[src/rtl/mem_access.sv]
// rtl/mem_access.sv - memory stage: ld/st via valid/grant data port, ALU pass-through, one writeback record per op
module mem_access #(
  parameter int DWIDTH = 32,
  parameter int AWIDTH = 32
) (
  input  logic              clk,
  input  logic              reset,
  input  logic              ex_valid_i,
  output logic              ex_ready_o,
  input  logic [DWIDTH-1:0] alu_res_i,
  input  logic [DWIDTH-1:0] rs2_i,
  input  logic [2:0]        funct3_i,
  input  logic              memread_i,
  input  logic              memwrite_i,
  input  logic [4:0]        rd_i,
  input  logic              regwen_i,
  output logic              dmem_req_o,
  input  logic              dmem_gnt_i,
  output logic [AWIDTH-1:0] dmem_addr_o,
  output logic              dmem_we_o,
  output logic [3:0]        dmem_be_o,
  output logic [DWIDTH-1:0] dmem_wdata_o,
  input  logic              dmem_rvalid_i,
  input  logic [DWIDTH-1:0] dmem_rdata_i,
  output logic              wb_valid_o,
  input  logic              wb_ready_i,
  output logic [DWIDTH-1:0] wb_data_o,
  output logic [4:0]        wb_rd_o,
  output logic              wb_regwen_o,
  output logic              fault_o
);

  typedef enum logic [1:0] {S_IDLE, S_REQ, S_WAIT, S_OUT} state_t;

  state_t      state;
  logic [2:0]  funct3_q;
  logic [1:0]  lane_q;
  logic        memwrite_q;
  logic        regwen_q;

  logic              accept;
  logic              ld_st;
  logic              bad_funct3;
  logic              misaligned;
  logic              fault_c;
  logic [3:0]        be_c;
  logic [DWIDTH-1:0] wdata_c;
  logic [7:0]        byte_c;
  logic [15:0]       half_c;
  logic [DWIDTH-1:0] load_c;

  assign ex_ready_o = (state == S_IDLE) && !reset;
  assign accept     = ex_valid_i && ex_ready_o;

  // Decode of the op being offered: fault detection and store lane placement.
  always_comb begin
    ld_st      = memread_i || memwrite_i;
    bad_funct3 = memwrite_i ? (funct3_i[2] || (funct3_i[1:0] == 2'b11))
                            : ((funct3_i == 3'b011) || (funct3_i[2:1] == 2'b11));
    misaligned = ((funct3_i[1:0] == 2'b01) && alu_res_i[0]) ||
                 ((funct3_i[1:0] == 2'b10) && (alu_res_i[1:0] != 2'b00));
    fault_c    = ld_st && (bad_funct3 || misaligned);
    be_c       = 4'b1111;
    wdata_c    = rs2_i;
    if (memwrite_i) begin
      case (funct3_i[1:0])
        2'b00: begin
          be_c    = 4'b0001 << alu_res_i[1:0];
          wdata_c = {4{rs2_i[7:0]}};
        end
        2'b01: begin
          be_c    = 4'b0011 << {alu_res_i[1], 1'b0};
          wdata_c = {2{rs2_i[15:0]}};
        end
        default: ;
      endcase
    end
  end

  // Load data extraction from the returned word, using the captured lane and width.
  always_comb begin
    byte_c = dmem_rdata_i[7:0];
    case (lane_q)
      2'd1:    byte_c = dmem_rdata_i[15:8];
      2'd2:    byte_c = dmem_rdata_i[23:16];
      2'd3:    byte_c = dmem_rdata_i[31:24];
      default: byte_c = dmem_rdata_i[7:0];
    endcase
    half_c = lane_q[1] ? dmem_rdata_i[31:16] : dmem_rdata_i[15:0];
    case (funct3_q)
      3'b000:  load_c = {{24{byte_c[7]}}, byte_c};
      3'b100:  load_c = {24'b0, byte_c};
      3'b001:  load_c = {{16{half_c[15]}}, half_c};
      3'b101:  load_c = {16'b0, half_c};
      default: load_c = dmem_rdata_i;
    endcase
  end

  always_ff @(posedge clk) begin
    if (reset) begin
      state        <= S_IDLE;
      funct3_q     <= '0;
      lane_q       <= '0;
      memwrite_q   <= 1'b0;
      regwen_q     <= 1'b0;
      dmem_req_o   <= 1'b0;
      dmem_addr_o  <= '0;
      dmem_we_o    <= 1'b0;
      dmem_be_o    <= '0;
      dmem_wdata_o <= '0;
      wb_valid_o   <= 1'b0;
      wb_data_o    <= '0;
      wb_rd_o      <= '0;
      wb_regwen_o  <= 1'b0;
      fault_o      <= 1'b0;
    end else begin
      case (state)
        S_IDLE: begin
          if (accept) begin
            funct3_q   <= funct3_i;
            lane_q     <= alu_res_i[1:0];
            memwrite_q <= memwrite_i;
            regwen_q   <= regwen_i;
            wb_rd_o    <= rd_i;
            if (fault_c) begin
              state       <= S_OUT;
              wb_valid_o  <= 1'b1;
              wb_data_o   <= '0;
              wb_regwen_o <= 1'b0;
              fault_o     <= 1'b1;
            end else if (ld_st) begin
              state        <= S_REQ;
              dmem_req_o   <= 1'b1;
              dmem_addr_o  <= {alu_res_i[AWIDTH-1:2], 2'b00};
              dmem_we_o    <= memwrite_i;
              dmem_be_o    <= be_c;
              dmem_wdata_o <= memwrite_i ? wdata_c : '0;
            end else begin
              state       <= S_OUT;
              wb_valid_o  <= 1'b1;
              wb_data_o   <= alu_res_i;
              wb_regwen_o <= regwen_i;
              fault_o     <= 1'b0;
            end
          end
        end
        S_REQ: begin
          if (dmem_gnt_i) begin
            dmem_req_o <= 1'b0;
            if (memwrite_q) begin
              state       <= S_OUT;
              wb_valid_o  <= 1'b1;
              wb_data_o   <= '0;
              wb_regwen_o <= 1'b0;
              fault_o     <= 1'b0;
            end else begin
              state <= S_WAIT;
            end
          end
        end
        S_WAIT: begin
          if (dmem_rvalid_i) begin
            state       <= S_OUT;
            wb_valid_o  <= 1'b1;
            wb_data_o   <= load_c;
            wb_regwen_o <= regwen_q;
            fault_o     <= 1'b0;
          end
        end
        S_OUT: begin
          if (wb_ready_i) begin
            state      <= S_IDLE;
            wb_valid_o <= 1'b0;
            fault_o    <= 1'b0;
          end
        end
        default: state <= S_IDLE;
      endcase
    end
  end

endmodule

[config.mk]
export PLATFORM = sky130hd
export DESIGN_NAME = mem_access
export DESIGN_NICKNAME = d
export VERILOG_FILES = /design/src/rtl/mem_access.sv
export SDC_FILE = /design/constraint.sdc
export NUM_CORES = 1
export LEC_CHECK = 0
export BUFFER_PORTS_ARGS = -buffer_cell sky130_fd_sc_hd__buf_2
export CAP_MARGIN = 20
export CORE_MARGIN = 2
export CORE_UTILIZATION = 50
export CTS_BUF_LIST = sky130_fd_sc_hd__clkbuf_4
export CTS_CLUSTER_SIZE = 14
export DETAILED_ROUTE_END_ITERATION = 12
export HOLD_SLACK_MARGIN = 0.05
export PLACE_DENSITY = 0.82
export SETUP_SLACK_MARGIN = 0.5
export SYNTH_ARGS = -nofsm -noshare
export SYNTH_HDL_FRONTEND = slang
export SYNTH_SLANG_ARGS = --single-unit
[constraint.sdc]
create_clock -name clk -period 3.7 [get_ports clk]
set_input_delay 0.37 -clock clk [delete_from_list [all_inputs] [get_ports clk]]
set_output_delay 0.37 -clock clk [all_outputs]
set_load 0.01 [all_outputs]
==> impl_metrics.ini <==
[outcome]
outcome = finished, final reports clean

[power]
peakVddDrop_mv = 0.591
p_per_area_nw_per_um2 = 625
power_mw = 4.38
leakage_nw = 3.16

[clock_tree]
cts_buffers = 17
cts_tree = done
clock_path_buffers = 2
clock_latency_ns = 0.52
cts-resized-gates = 0
cts.clk_slew.worst_paths_ns = 0.11
htreeDepth = 4
hold_buffers = 6
clock_sinks = 117
clock-root-buffer = clkbuf_4
postCtsSetupBuffers = 0

[hold_path]
min_path_cells = 3
worstHoldPathType = input pin to flop
hold_end = dmem_addr_o[3]$_SDFFE_PP0P_
hp-start = alu_res_i[3]

[layout]
nets = 1015
fin_util_pct = 64.6
nFillCells = 993
drive_above_1_share_pct = 30.3
instances_no_fill = 1049
area_growth_pct = 25.9

[detailed_routing]
detail_route.wl_per_cell_um = 17.0
drt-pass1-iter-count = 6
vias = 5979
ant_nets = 0
routed_wl_um = 17900
drc = 0
dr.first_iter.drc_count = 593
routed_via_density = 5.70

[global_routing]
grt_max_degree = 51
antenna_found_initial = 0
grt-ovfl-total = 0
grt_use_total_pct = 29.1
grt_pass1_vias = 5338
grt_first_pass_wirelength_um = 26900

[critical_path]
cp.arrival_ns = 3.10
path_max_fanout = 49
cpMaxStageDelayCell = and3b_1
r2r-end = dmem_wdata_o[31]$_SDFFE_PP0P_
critPathBufInv = 2
crit_family = simple AND/OR/NAND/NOR gates
crit_chain = inv_1 -> ha_1 -> and3b_1 -> nand2_2 -> buf_12 -> a22oi_1 -> nor2_1
r2r_start = state[0]$_SDFFE_PP0P_
worstPathRequired_ns = 4.09
startpoint_type = flop
regToRegSetupSlack_ns = 0.99
ff2ff_path_depth = 7
cpPeakStageDelay_ns = 0.70
critPathKind = flop to flop
cp-end-kind = flop

[synth]
syn_avg_cell_area_um2 = 7.96
ys.flop_type = dfxtp_1
synth_area_leaders = dfxtp_1 42%, a21oi_1 8.8%, nand2_1 7.7%, o21ai_0 7.1%, nor2_1 4.2%
synth_area_um2 = 5570
yosysSeqAreaShare_pct = 42.1
yosys_warnings = 0
synthArstFlopShare_pct = 0
synth_edf_count = 0
yosys.area.top_type = dfxtp_1
synth_commonest_cells = 117 x dfxtp_1, 114 x nand2_1, 98 x a21oi_1, 79 x o21ai_0, 62 x nor2_1
syn_inst = 699
ys_ff_latch = 117
synth_top_area_share_pct = 42.1
synth_cell_type_count = 50
synth_most_common_cell = dfxtp_1

[timing]
fin_crit_sh_pct = 73.2
period_needed_ns = 2.71
worst_pin_slew_ns = 0.905
hold_viol = 0
rsz0062_at_grt = no
fin_skew_ns = 0.0183
relSlewSlack_pct = 38.1
clock.fmax_ghz = 0.369
finalSetupViolations = 0
tns_ns = 0
slew_viol_final = 0

[floorplan]
num_rows = 38
core-area_um2 = 10800
ios = 224
dieWidth_um = 110
dieArea_um2 = 12000
dieHeight_um = 110
start_util_pct = 51.4

[flow_run]
drv_cap = 0

[place]
dp_hpwl_um = 12600
place.gp.congestion = 0.964
placed_cells = 1011
port_buffers = 221
## worst max-delay path by stage
stage / slack [ns] / startpoint / cells past startpoint / end
3_3_place_gp: 1.18 / reset / 6 / dmem_wdata_o[30]$_SDFFE_PP0P_
5_1_grt: 0.76 / state[1]$_SDFFE_PP0P_ / 7 / dmem_wdata_o[5]$_SDFFE_PP0P_
2_1_floorplan: 1.50 / state[1]$_SDFFE_PP0P_ / 9 / wb_data_o[30]$_SDFFE_PP0P_
3_5_place_dp: 1.06 / state[0]$_SDFFE_PP0P_ / 7 / dmem_wdata_o[31]$_SDFFE_PP0P_
6_report: 0.99 / state[0]$_SDFFE_PP0P_ / 7 / dmem_wdata_o[31]$_SDFFE_PP0P_
4_1_cts: 1.04 / state[0]$_SDFFE_PP0P_ / 7 / dmem_wdata_o[31]$_SDFFE_PP0P_
## sequential cells by signal (all words and copies together), names as in the netlist
register	cells
regwen_q	1
lane_q	2
memwrite_q	1
wb_valid_o	1
state	2
funct3_q	3
dmem_wdata_o	32
wb_data_o	32
wb_rd_o	5
dmem_req_o	1
dmem_addr_o	30
fault_o	1
dmem_we_o	1
wb_regwen_o	1
dmem_be_o	4
## where the power goes
part / leakage (nW) / internal, mW / total (mW) / switching [mW]
Combinational: 2.05 / 0.637 / 1.69 / 1.05
Sequential: 0.953 / 1.51 / 1.67 / 0.161
Clock: 0.161 / 0.537 / 1.02 / 0.485
Total: 3.16 / 2.69 / 4.38 / 1.70
## metrics by stage
| stage | hold slack (ns) | setup WS [ns] | instance area (µm²) |
|---|---|---|---|
| final | 0.0986 | 0.993 | 7010 |
| after global routing | 0.0547 | 0.756 | 7000 |
| after CTS | 0.0707 | 1.04 | 7000 |
| after detailed placement | 0.444 | 1.06 | 6640 |
| after global placement | 0.441 | 1.18 | 6640 |
| after floorplan | 0.436 | 1.50 | 5570 |
## cell families (layout without fill, tap and decap cells)
group                      count (synthesis)  in the layout  synth area share (%)
AOI/OAI and AO/OA                        251            251                  27.8
muxes                                     28             28                  5.15
and+or+nand+nor                          228            228                  17.6
adders and majority gates                  6              6                  1.35
buffers and inverters                     68            276                  6.05
other                                      1              3                0.0674
DFF                                      117            117                  42.1
## tightest hold or removal path, stage by stage
cell and delay [ns]:
buf_2 0.11, nand2_1 0.05, a21oi_1 0.05
## routing by layer
layer  part of all wire (%)  vias up  GRT usage [%]
met5                      0        -              0
met4                    2.5        0           10.5
met3                     10       40           7.59
met2                     47      344           46.8
met1                     41     2736           37.6
li1                       -     2859              -
## layout make-up
class	instances	area, µm²	share of cell area (%)
clock inverters	12	161	2.30
flip-flops and latches	117	2340	33.4
well taps	140	175	2.50
diodes	1	2.50	0.0357
clock buffers	19	143	2.04
multi-input cells	515	2900	41.4
repair buffers	237	1250	17.9
inverters	8	30.0	0.429
## cells in the final DEF, fill, tap and decap left out, types with 4 or more instances in the layout
cell             n
a211o_1          7
a21oi_1         98
a21oi_2          5
a221oi_1         7
a222oi_1         7
a22oi_1         20
a32oi_1          5
buf_2          221
buf_4            9
bufinv_16        4
clkbuf_4        19
dfxtp_1        117
dlygate4sd3_1    6
ha_1             6
inv_1            8
mux2i_1         23
nand2_1        114
nand2b_1        18
nand3_1         11
nor2_1          61
nor2b_1          7
nor3_1           4
o211ai_1         4
o21ai_0         79
(Power assumes the default switching activity.)
